[config.mk]
export PLATFORM = sky130hd
export DESIGN_NAME = sha256_padder_flat
export DESIGN_NICKNAME = d
export VERILOG_FILES = /design/src/rtl/sha256_padder_pkg.sv /design/src/rtl/sha256_padder_if.sv /design/src/rtl/sha256_padder.sv /design/src/flat_wrapper.sv
export SDC_FILE = /design/constraint.sdc
export NUM_CORES = 1
export LEC_CHECK = 0
export ABC_AREA = 1
export BUFFER_PORTS_ARGS = -buffer_cell sky130_fd_sc_hd__buf_4
export CORE_MARGIN = 4
export CORE_UTILIZATION = 30
export DETAILED_ROUTE_END_ITERATION = 16
export PLACE_DENSITY_LB_ADDON = 0.15
export RECOVER_POWER = 50
export SETUP_SLACK_MARGIN = 0.4
export SYNTH_ARGS = -nofsm -noshare
export SYNTH_HDL_FRONTEND = slang
export SYNTH_SLANG_ARGS = --single-unit
[constraint.sdc]
create_clock -name clk -period 22.7 [get_ports clk]
set_input_delay 2.27 -clock clk [delete_from_list [all_inputs] [get_ports clk]]
set_output_delay 2.27 -clock clk [all_outputs]
set_load 0.005 [all_outputs]
[src/rtl/sha256_padder_pkg.sv]
// Shared constants, FSM state type and padding helper for the SHA-256 byte padder.
package sha256_padder_pkg;

  localparam int unsigned BLOCK_W = 512;
  localparam int unsigned LEN_W   = 64;

  // StExtra is the one-cycle bubble in which the extra padding block is built.
  typedef enum logic [1:0] {
    StFill,
    StEmit,
    StExtra
  } state_e;

  // Block-wide vector with 0x80 in the byte right after byte idx; all zero when idx is 63.
  function automatic logic [BLOCK_W-1:0] pad_tail(input logic [5:0] idx);
    logic [BLOCK_W-1:0] marker;
    marker = {8'h80, {(BLOCK_W - 8){1'b0}}};
    return marker >> (8 * (int'(idx) + 1));
  endfunction

endpackage

[src/rtl/sha256_padder_if.sv]
// Byte input stream and 512-bit block output stream of the padder.
interface sha256_padder_if;
  import sha256_padder_pkg::*;

  logic               in_valid;
  logic               in_ready;
  logic [7:0]         in_data;
  logic               in_last;
  logic               blk_valid;
  logic               blk_ready;
  logic [BLOCK_W-1:0] blk_data;
  logic               blk_first;
  logic               blk_last;

  // Environment side: byte source and block consumer.
  modport master (
    output in_valid, in_data, in_last, blk_ready,
    input  in_ready, blk_valid, blk_data, blk_first, blk_last
  );

  // Padder side.
  modport slave (
    input  in_valid, in_data, in_last, blk_ready,
    output in_ready, blk_valid, blk_data, blk_first, blk_last
  );

endinterface

[src/rtl/sha256_padder.sv]
// Streams message bytes into 512-bit blocks with SHA-256 padding and length trailer.
module sha256_padder
  import sha256_padder_pkg::*;
#(
  parameter int unsigned CNT_W = 61
) (
  input logic             clk,
  input logic             rst,
  sha256_padder_if.slave  bus
);

  state_e             state_q, state_d;
  logic [BLOCK_W-1:0] buf_q, buf_d;
  logic [5:0]         idx_q, idx_d;
  logic [CNT_W-1:0]   cnt_q, cnt_d, cnt_inc;
  logic               first_q, first_d;
  logic               last_q, last_d;
  logic               pend_q, pend_d;
  logic               mark_q, mark_d;
  logic [LEN_W-1:0]   len_inc, len_cur;

  assign cnt_inc = cnt_q + CNT_W'(1);
  // Bit length is the byte count shifted by 3, zero-extended to the 64-bit field.
  assign len_inc = LEN_W'({cnt_inc, 3'b000});
  assign len_cur = LEN_W'({cnt_q, 3'b000});

  // Moore outputs; in_ready is also held low while reset is asserted.
  always_comb begin
    bus.in_ready  = (state_q == StFill) && !rst;
    bus.blk_valid = (state_q == StEmit);
    bus.blk_data  = buf_q;
    bus.blk_first = (state_q == StEmit) && first_q;
    bus.blk_last  = (state_q == StEmit) && last_q;
  end

  // Next-state logic: buffer fill, padding insertion and block hand-off.
  always_comb begin
    state_d = state_q;
    buf_d   = buf_q;
    idx_d   = idx_q;
    cnt_d   = cnt_q;
    first_d = first_q;
    last_d  = last_q;
    pend_d  = pend_q;
    mark_d  = mark_q;
    unique case (state_q)
      StFill: begin
        if (bus.in_valid) begin
          buf_d[8 * (63 - int'(idx_q)) +: 8] = bus.in_data;
          idx_d = idx_q + 6'd1;
          cnt_d = cnt_inc;
          if (bus.in_last) begin
            // Marker byte goes after the last data byte when there is room in this block.
            buf_d   = buf_d | pad_tail(idx_q);
            state_d = StEmit;
            if (idx_q <= 6'd54) begin
              buf_d[LEN_W-1:0] = len_inc;
              last_d = 1'b1;
            end else begin
              // Length does not fit: an extra block follows; mark says it carries the 0x80.
              last_d = 1'b0;
              pend_d = 1'b1;
              mark_d = (idx_q == 6'd63);
            end
          end else if (idx_q == 6'd63) begin
            last_d  = 1'b0;
            state_d = StEmit;
          end
        end
      end
      StEmit: begin
        if (bus.blk_ready) begin
          if (pend_q) begin
            pend_d  = 1'b0;
            first_d = 1'b0;
            state_d = StExtra;
          end else if (last_q) begin
            buf_d   = '0;
            idx_d   = '0;
            cnt_d   = '0;
            first_d = 1'b1;
            last_d  = 1'b0;
            state_d = StFill;
          end else begin
            buf_d   = '0;
            idx_d   = '0;
            first_d = 1'b0;
            state_d = StFill;
          end
        end
      end
      StExtra: begin
        buf_d            = '0;
        buf_d[BLOCK_W-1] = mark_q;
        buf_d[LEN_W-1:0] = len_cur;
        idx_d            = '0;
        last_d           = 1'b1;
        state_d          = StEmit;
      end
      default: state_d = StFill;
    endcase
  end

  // State registers; reset discards any partially buffered message.
  always_ff @(posedge clk or posedge rst) begin
    if (rst) begin
      state_q <= StFill;
      buf_q   <= '0;
      idx_q   <= '0;
      cnt_q   <= '0;
      first_q <= 1'b1;
      last_q  <= 1'b0;
      pend_q  <= 1'b0;
      mark_q  <= 1'b0;
    end else begin
      state_q <= state_d;
      buf_q   <= buf_d;
      idx_q   <= idx_d;
      cnt_q   <= cnt_d;
      first_q <= first_d;
      last_q  <= last_d;
      pend_q  <= pend_d;
      mark_q  <= mark_d;
    end
  end

endmodule
[src/flat_wrapper.sv]
// flat-port wrapper written by rule: the top's interface ports become plain ports
module sha256_padder_flat import sha256_padder_pkg::*;
#(
  parameter int unsigned CNT_W = 61
)
  (clk, rst, bus_in_valid, bus_in_data, bus_in_last, bus_blk_ready, bus_in_ready, bus_blk_valid, bus_blk_data, bus_blk_first, bus_blk_last);
  sha256_padder_if bus_i ();
  input logic clk;
  input logic rst;
  input wire logic [$bits(bus_i.in_valid)-1:0] bus_in_valid;
  input wire logic [$bits(bus_i.in_data)-1:0] bus_in_data;
  input wire logic [$bits(bus_i.in_last)-1:0] bus_in_last;
  input wire logic [$bits(bus_i.blk_ready)-1:0] bus_blk_ready;
  output wire logic [$bits(bus_i.in_ready)-1:0] bus_in_ready;
  output wire logic [$bits(bus_i.blk_valid)-1:0] bus_blk_valid;
  output wire logic [$bits(bus_i.blk_data)-1:0] bus_blk_data;
  output wire logic [$bits(bus_i.blk_first)-1:0] bus_blk_first;
  output wire logic [$bits(bus_i.blk_last)-1:0] bus_blk_last;
  assign bus_i.in_valid = bus_in_valid;
  assign bus_i.in_data = bus_in_data;
  assign bus_i.in_last = bus_in_last;
  assign bus_i.blk_ready = bus_blk_ready;
  assign bus_in_ready = bus_i.in_ready;
  assign bus_blk_valid = bus_i.blk_valid;
  assign bus_blk_data = bus_i.blk_data;
  assign bus_blk_first = bus_i.blk_first;
  assign bus_blk_last = bus_i.blk_last;
  sha256_padder #(.CNT_W(CNT_W)) u_core (.clk(clk), .rst(rst), .bus(bus_i));
endmodule
* Word-level counts from Yosys, hierarchy flattened
Cells that the tools add are included.
** Storage, ports and cells
- Flip-flop bits (word level) :: 585
- Word-level logic and storage cells :: 79
- Input port bits :: 13
** Operators by class
- Mux-type cells :: 36
- Reduce and logical (&&, ||, !) cells :: 14
- Add/sub/neg operators :: 5
- Shift operators :: 3
- Equal/unequal tests :: 10
- $lt $le $gt $ge :: 1
- Bitwise logic cells :: 2
** Operator list (count)
- $mux 512 :: 4
- $pmux 512 s3 :: 1
- $bwmux 512 :: 1
- $or 512x512->512 :: 1
- $shift 8x33->512 const A :: 1
- $shiftx 8x33->512 :: 1
- $shr 512x32->512 const A :: 1
- $mux 61 :: 4
- $pmux 61 s2 :: 1
- $mux 64 :: 1
- $add 61x1->61 const B :: 1
- $neg 32->33 :: 1
- $mux 6 :: 3
- $pmux 6 s3 :: 1
- $reduce_and 5->1 :: 3
- $mux 1 :: 12
- $mux 2 :: 5
- $ne 2x2->1 const B :: 5
- $reduce_and 4->1 :: 2
- $add 6x1->7 const B :: 1
- $sub 6x6->7 const A :: 1
- $add 6x1->6 const B :: 1
- $eq 6x6->1 const B :: 1
- $le 6x6->1 const B :: 1
- 15 further kinds :: 17

* Logic depth before layout (Yosys ltp)
- Depth in word-level cells :: 9
- Depth in mapped cells :: 18
- Gate-level depth less buffers :: 17

* Worst setup path before layout
No wires, ideal clock.
- Path type :: in2out
- Start point :: input rst
- End point :: output bus_in_ready
- Path slack :: 18054 ps
- Buffers on the path :: 0
- Stages :: 1
- Data required time :: 20430 ps
- Arrival time :: 2376 ps
- Cells stage by stage :: nor2_1
** On the way
- Word-level cells in the longest chain between the ends :: 2
** Ends and longest elaborated chain
- from (decl) :: line flat_wrapper.sv:9 : input logic rst;
- $logic_not 1->1 :: line sha256_padder.sv:29 : bus.in_ready = (state_q == StFill) && !rst;
- $logic_and 1x1->1 :: line sha256_padder.sv:29
- to (decl) :: line flat_wrapper.sv:14 : output wire logic [$bits(bus_i.in_ready)-1:0] bus_in_ready;
Every way passes these cells.

==> PnR_summary.wiki <==
{| class="wikitable"
! Metric !! Value
|-
| Clock insertion delay at the later pin of the skew report || 0.63 ns
|-
| Net total in the final layout || 4083
|-
| Warnings, synthesis || 0
|-
| Boundary pin count || 529
|-
| # DRC || 0
|-
| Width of the die || 321 um
|-
| Shortest period the worst path allows || 8.45 ns
|-
| Peak supply drop || 0.128 mV
|-
| Achievable Freq || 118 MHz
|-
| Initial drt markers || 2854
|-
| CTS H-tree depth || 3
|-
| Commonest register cell after synthesis || sky130_fd_sc_hd__dfrtp_1
|-
| TritonCTS Buffers || 73
|-
| Gpl congestion || 0.935
|-
| Worst hold path stage count || 2
|-
| Number of global-route vias before repair || 27589
|-
| Hold Buf Count CTS || 0
|-
| Final-report max-slew violation count || 305
|-
| Post-synth cell types || 61
|-
| Max Clock Skew || 0.0261 ns
|-
| Setup violations, final || 0
|-
| Pre-CTS setup slack || 16.69 ns
|-
| Antenna violations before repair || 4
|-
| Syn avg cell area || 8.23 sq um
|-
| Height of the die || 321 um
|-
| Top post-synthesis cells by area || sky130_fd_sc_hd__dfrtp_1 (50%), sky130_fd_sc_hd__nand2_1 (7.7%), sky130_fd_sc_hd__o22ai_1 (7.1%), sky130_fd_sc_hd__inv_1 (6.8%), sky130_fd_sc_hd__o21ai_0 (5.4%)
|-
| Setup TNS after final layout || 0 ns
|-
| Standard-cell row count || 114
|-
| Clock tree sinks || 585
|-
| Launch point of the worst hold path || u_core.first_q$_DFFE_PP1P_
|-
| Final Hold Violating Endpoints || 0
|-
| Core Region || 96900 sq um
|-
| Share of final-layout standard cells stronger than drive strength 1 || 0.156
|-
| Setup ws final || 14.25 ns
|-
| Kind of critical path || in -> async
|-
| Outcome || finished with violations
|-
| Count of antenna-violating nets left after detailed routing || 0
|-
| Netlist area before placement || 29300 sq um
|-
| Number of buffers inserted by port buffering || 528
|-
| Pin count of the biggest net entering global routing || 143
|-
| Static leakage || 0.0151 uW
|-
| Number of synthesized flops with an enable pin || 0
|-
| Root buf cell || sky130_fd_sc_hd__clkbuf_16
|-
| Drt pass-1 iters || 5
|-
| Async set or reset register ratio after synthesis || 1.00
|-
| Startpoint types || input pin
|-
| Crit path arrival time || 9.07 ns
|-
| Cell chain of the critical path || clkbuf_4, clkinvlp_2, clkbuf_1, buf_4
|-
| Reg2reg path depth || 12
|-
| Post-CTS Setup Bufs || 0
|-
| Hold Path Sink || u_core.first_q$_DFFE_PP1P_
|-
| Post-synthesis register bit count || 585
|-
| Worst Tran Pin Value || 4.66 ns
|-
| Clock transition at the registers of the reported paths || 0.06 ns
|-
| Effective utilization at floorplan || 0.303
|-
| Sequential cell area fraction in the yosys report || 0.499
|-
| Via/cell ratio || 5.30
|-
| Power density over cell area || 114 nW/um^2
|-
| Die Area || 103000 sq um
|-
| Biggest area consumer among synthesized cells || sky130_fd_sc_hd__dfrtp_1
|-
| Number of buffers on the longest clock path || 3
|-
| Reg2reg setup slack || 17.09 ns
|-
| Number of fill cells || 10347
|-
| Mapped Nets || 3587
|-
| Largest incremental delay on the critical path || 2.87 ns
|-
| Routed Wire Length || 139000 um
|-
| Setup repair after global routing missed its margin || no
|-
| Proportion of netlist area held by the largest area contributor || 0.498
|-
| Layout Area Growth over Synthesis || 22.8%
|-
| Master of the slowest instance on the critical path || sky130_fd_sc_hd__clkbuf_1
|-
| Gate count of the mapped netlist || 3562
|-
| Peak fanout along the critical path || 99
|-
| Post-DR wirelength/cell || 25.8 um
|-
| Detailed placement HPWL || 102000 um
|-
| Overall Global Routing Usage || 0.260
|-
| Violations in the final reports || max-capacitance violations, max-slew violations
|-
| Highest-count cells in the layout ignoring fill and taps || sky130_fd_sc_hd__nand2_1 (601), sky130_fd_sc_hd__dfrtp_1 (584), sky130_fd_sc_hd__inv_1 (527)
|-
| Capturing element type of the critical path || async pin
|-
| Startpoint of the worst register-to-register path || u_core.idx_q[0]$_DFFE_PP0P_
|-
| Global-route wire length before repair || 199000 um
|-
| Tcrit/Tclk final || 0.372
|-
| Most common library cell in the layout ignoring fill and taps || sky130_fd_sc_hd__nand2_1
|-
| Critical R2R Capture || u_core.bus.blk_data[28]$_DFFE_PP0P_
|-
| Post-cts sizing count || 0
|-
| Global route overflow || 0
|-
| Via count || 28539
|-
| Worst Path Required || 23.33 ns
|-
| CTS tree || yes
|-
| Slew margin rel. || -2.13
|-
| Max-cap viol count || 6
|-
| Min-delay worst type || reg -> reg
|}
## state kept, by name, indices dropped and copies added (netlist names), named ones only
signal / cells
u_core.bus.blk_data: 511
u_core.cnt_q: 61
u_core.first_q: 1
u_core.idx_q: 6
u_core.last_q: 1
u_core.mark_q: 1
u_core.pend_q: 1
u_core.state_q: 2
## critical path: cells and delay by family
kind,cells,cell delay [ns]
buffers and inverters,4,6.60
## final cells by class
type                       instances  area [sq um]  share of cell area
clock inverter                    15           205             0.00570
timing repair buffer             565          3360              0.0932
inverter                         566          2130              0.0593
sequential                       585         14600               0.407
multi-input combinational       2267         11900               0.332
tap                             1276          1600              0.0443
antenna                            2          5.00            0.000139
clock buffer                     111          2120              0.0589
## per-layer routing
| metal | global-route usage | vias up | part of all wire |
|---|---|---|---|
| li1 | - | 12978 | - |
| met1 | 0.338 | 14232 | 0.41 |
| met2 | 0.427 | 1090 | 0.47 |
| met3 | 0.0591 | 235 | 0.078 |
| met4 | 0.0958 | 4 | 0.041 |
| met5 | 0 | - | 0.00012 |
## power breakdown
| part | leakage, uW | switching, uW | internal (uW) |
|---|---|---|---|
| combinational | 0.00594 | 1270 | 388 |
| sequential | 0.00806 | 129 | 1160 |
| clock | 0.00113 | 480 | 679 |
## metrics by stage
step | instances | hold slack (ns) | power, uW | instance area, sq um | util
final | 5387 | 0.485 | 4100 | 36000 | 0.372
after global placement | 5259 | 0.478 | 2990 | 34600 | 0.357
after detailed placement | 5259 | 0.477 | 2990 | 34600 | 0.357
after CTS | 5385 | 0.490 | 4160 | 36900 | 0.381
after floorplan | 3562 | 0.434 | 2300 | 29300 | -
after global routing | 5385 | 0.495 | 4310 | 36000 | 0.372
## cell families after synthesis
group           after synthesis  synth area share
xor+xnor                     30           0.00960
mux                           2          0.000683
compound gates              960             0.196
fa+ha+maj                    12           0.00512
buf+inv                     710            0.0959
simple gates               1263             0.194
flops                       585             0.499
## how the worst max path moves through the flow
stage	start	end	slack, ns	cells after the start
3_3_place_gp	bus_in_valid	u_core.bus.blk_data[148]$_DFFE_PP0P_	16.71	10
2_1_floorplan	rst	async pin	4.06	1
6_report	rst	u_core.bus.blk_data[65]$_DFFE_PP0P_	14.25	4
5_1_grt	rst	u_core.bus.blk_data[65]$_DFFE_PP0P_	12.99	4
3_5_place_dp	bus_in_valid	u_core.bus.blk_data[425]$_DFFE_PP0P_	16.69	10
4_1_cts	bus_in_valid	u_core.bus.blk_data[468]$_DFFE_PP0P_	17.34	10
## cells in the mapped netlist (14+ instances only)
library cell / instances
sky130_fd_sc_hd__clkbuf_1: 66
sky130_fd_sc_hd__nor2_2: 19
sky130_fd_sc_hd__o21ai_1: 39
sky130_fd_sc_hd__xor2_1: 29
sky130_fd_sc_hd__a21oi_2: 32
sky130_fd_sc_hd__a21oi_1: 138
sky130_fd_sc_hd__o21ai_0: 316
sky130_fd_sc_hd__inv_1: 530
sky130_fd_sc_hd__nand3_2: 22
sky130_fd_sc_hd__nand2_2: 36
sky130_fd_sc_hd__nand2_1: 601
sky130_fd_sc_hd__nor3_1: 79
sky130_fd_sc_hd__nand3_1: 181
sky130_fd_sc_hd__o22ai_1: 333
sky130_fd_sc_hd__dfrtp_1: 584
sky130_fd_sc_hd__o32ai_1: 14
sky130_fd_sc_hd__inv_2: 32
sky130_fd_sc_hd__o211ai_1: 41
sky130_fd_sc_hd__buf_2: 47
sky130_fd_sc_hd__nor2_1: 244
sky130_fd_sc_hd__buf_1: 14
sky130_fd_sc_hd__nand4_1: 37
Power figures use the tool's default switching activity.
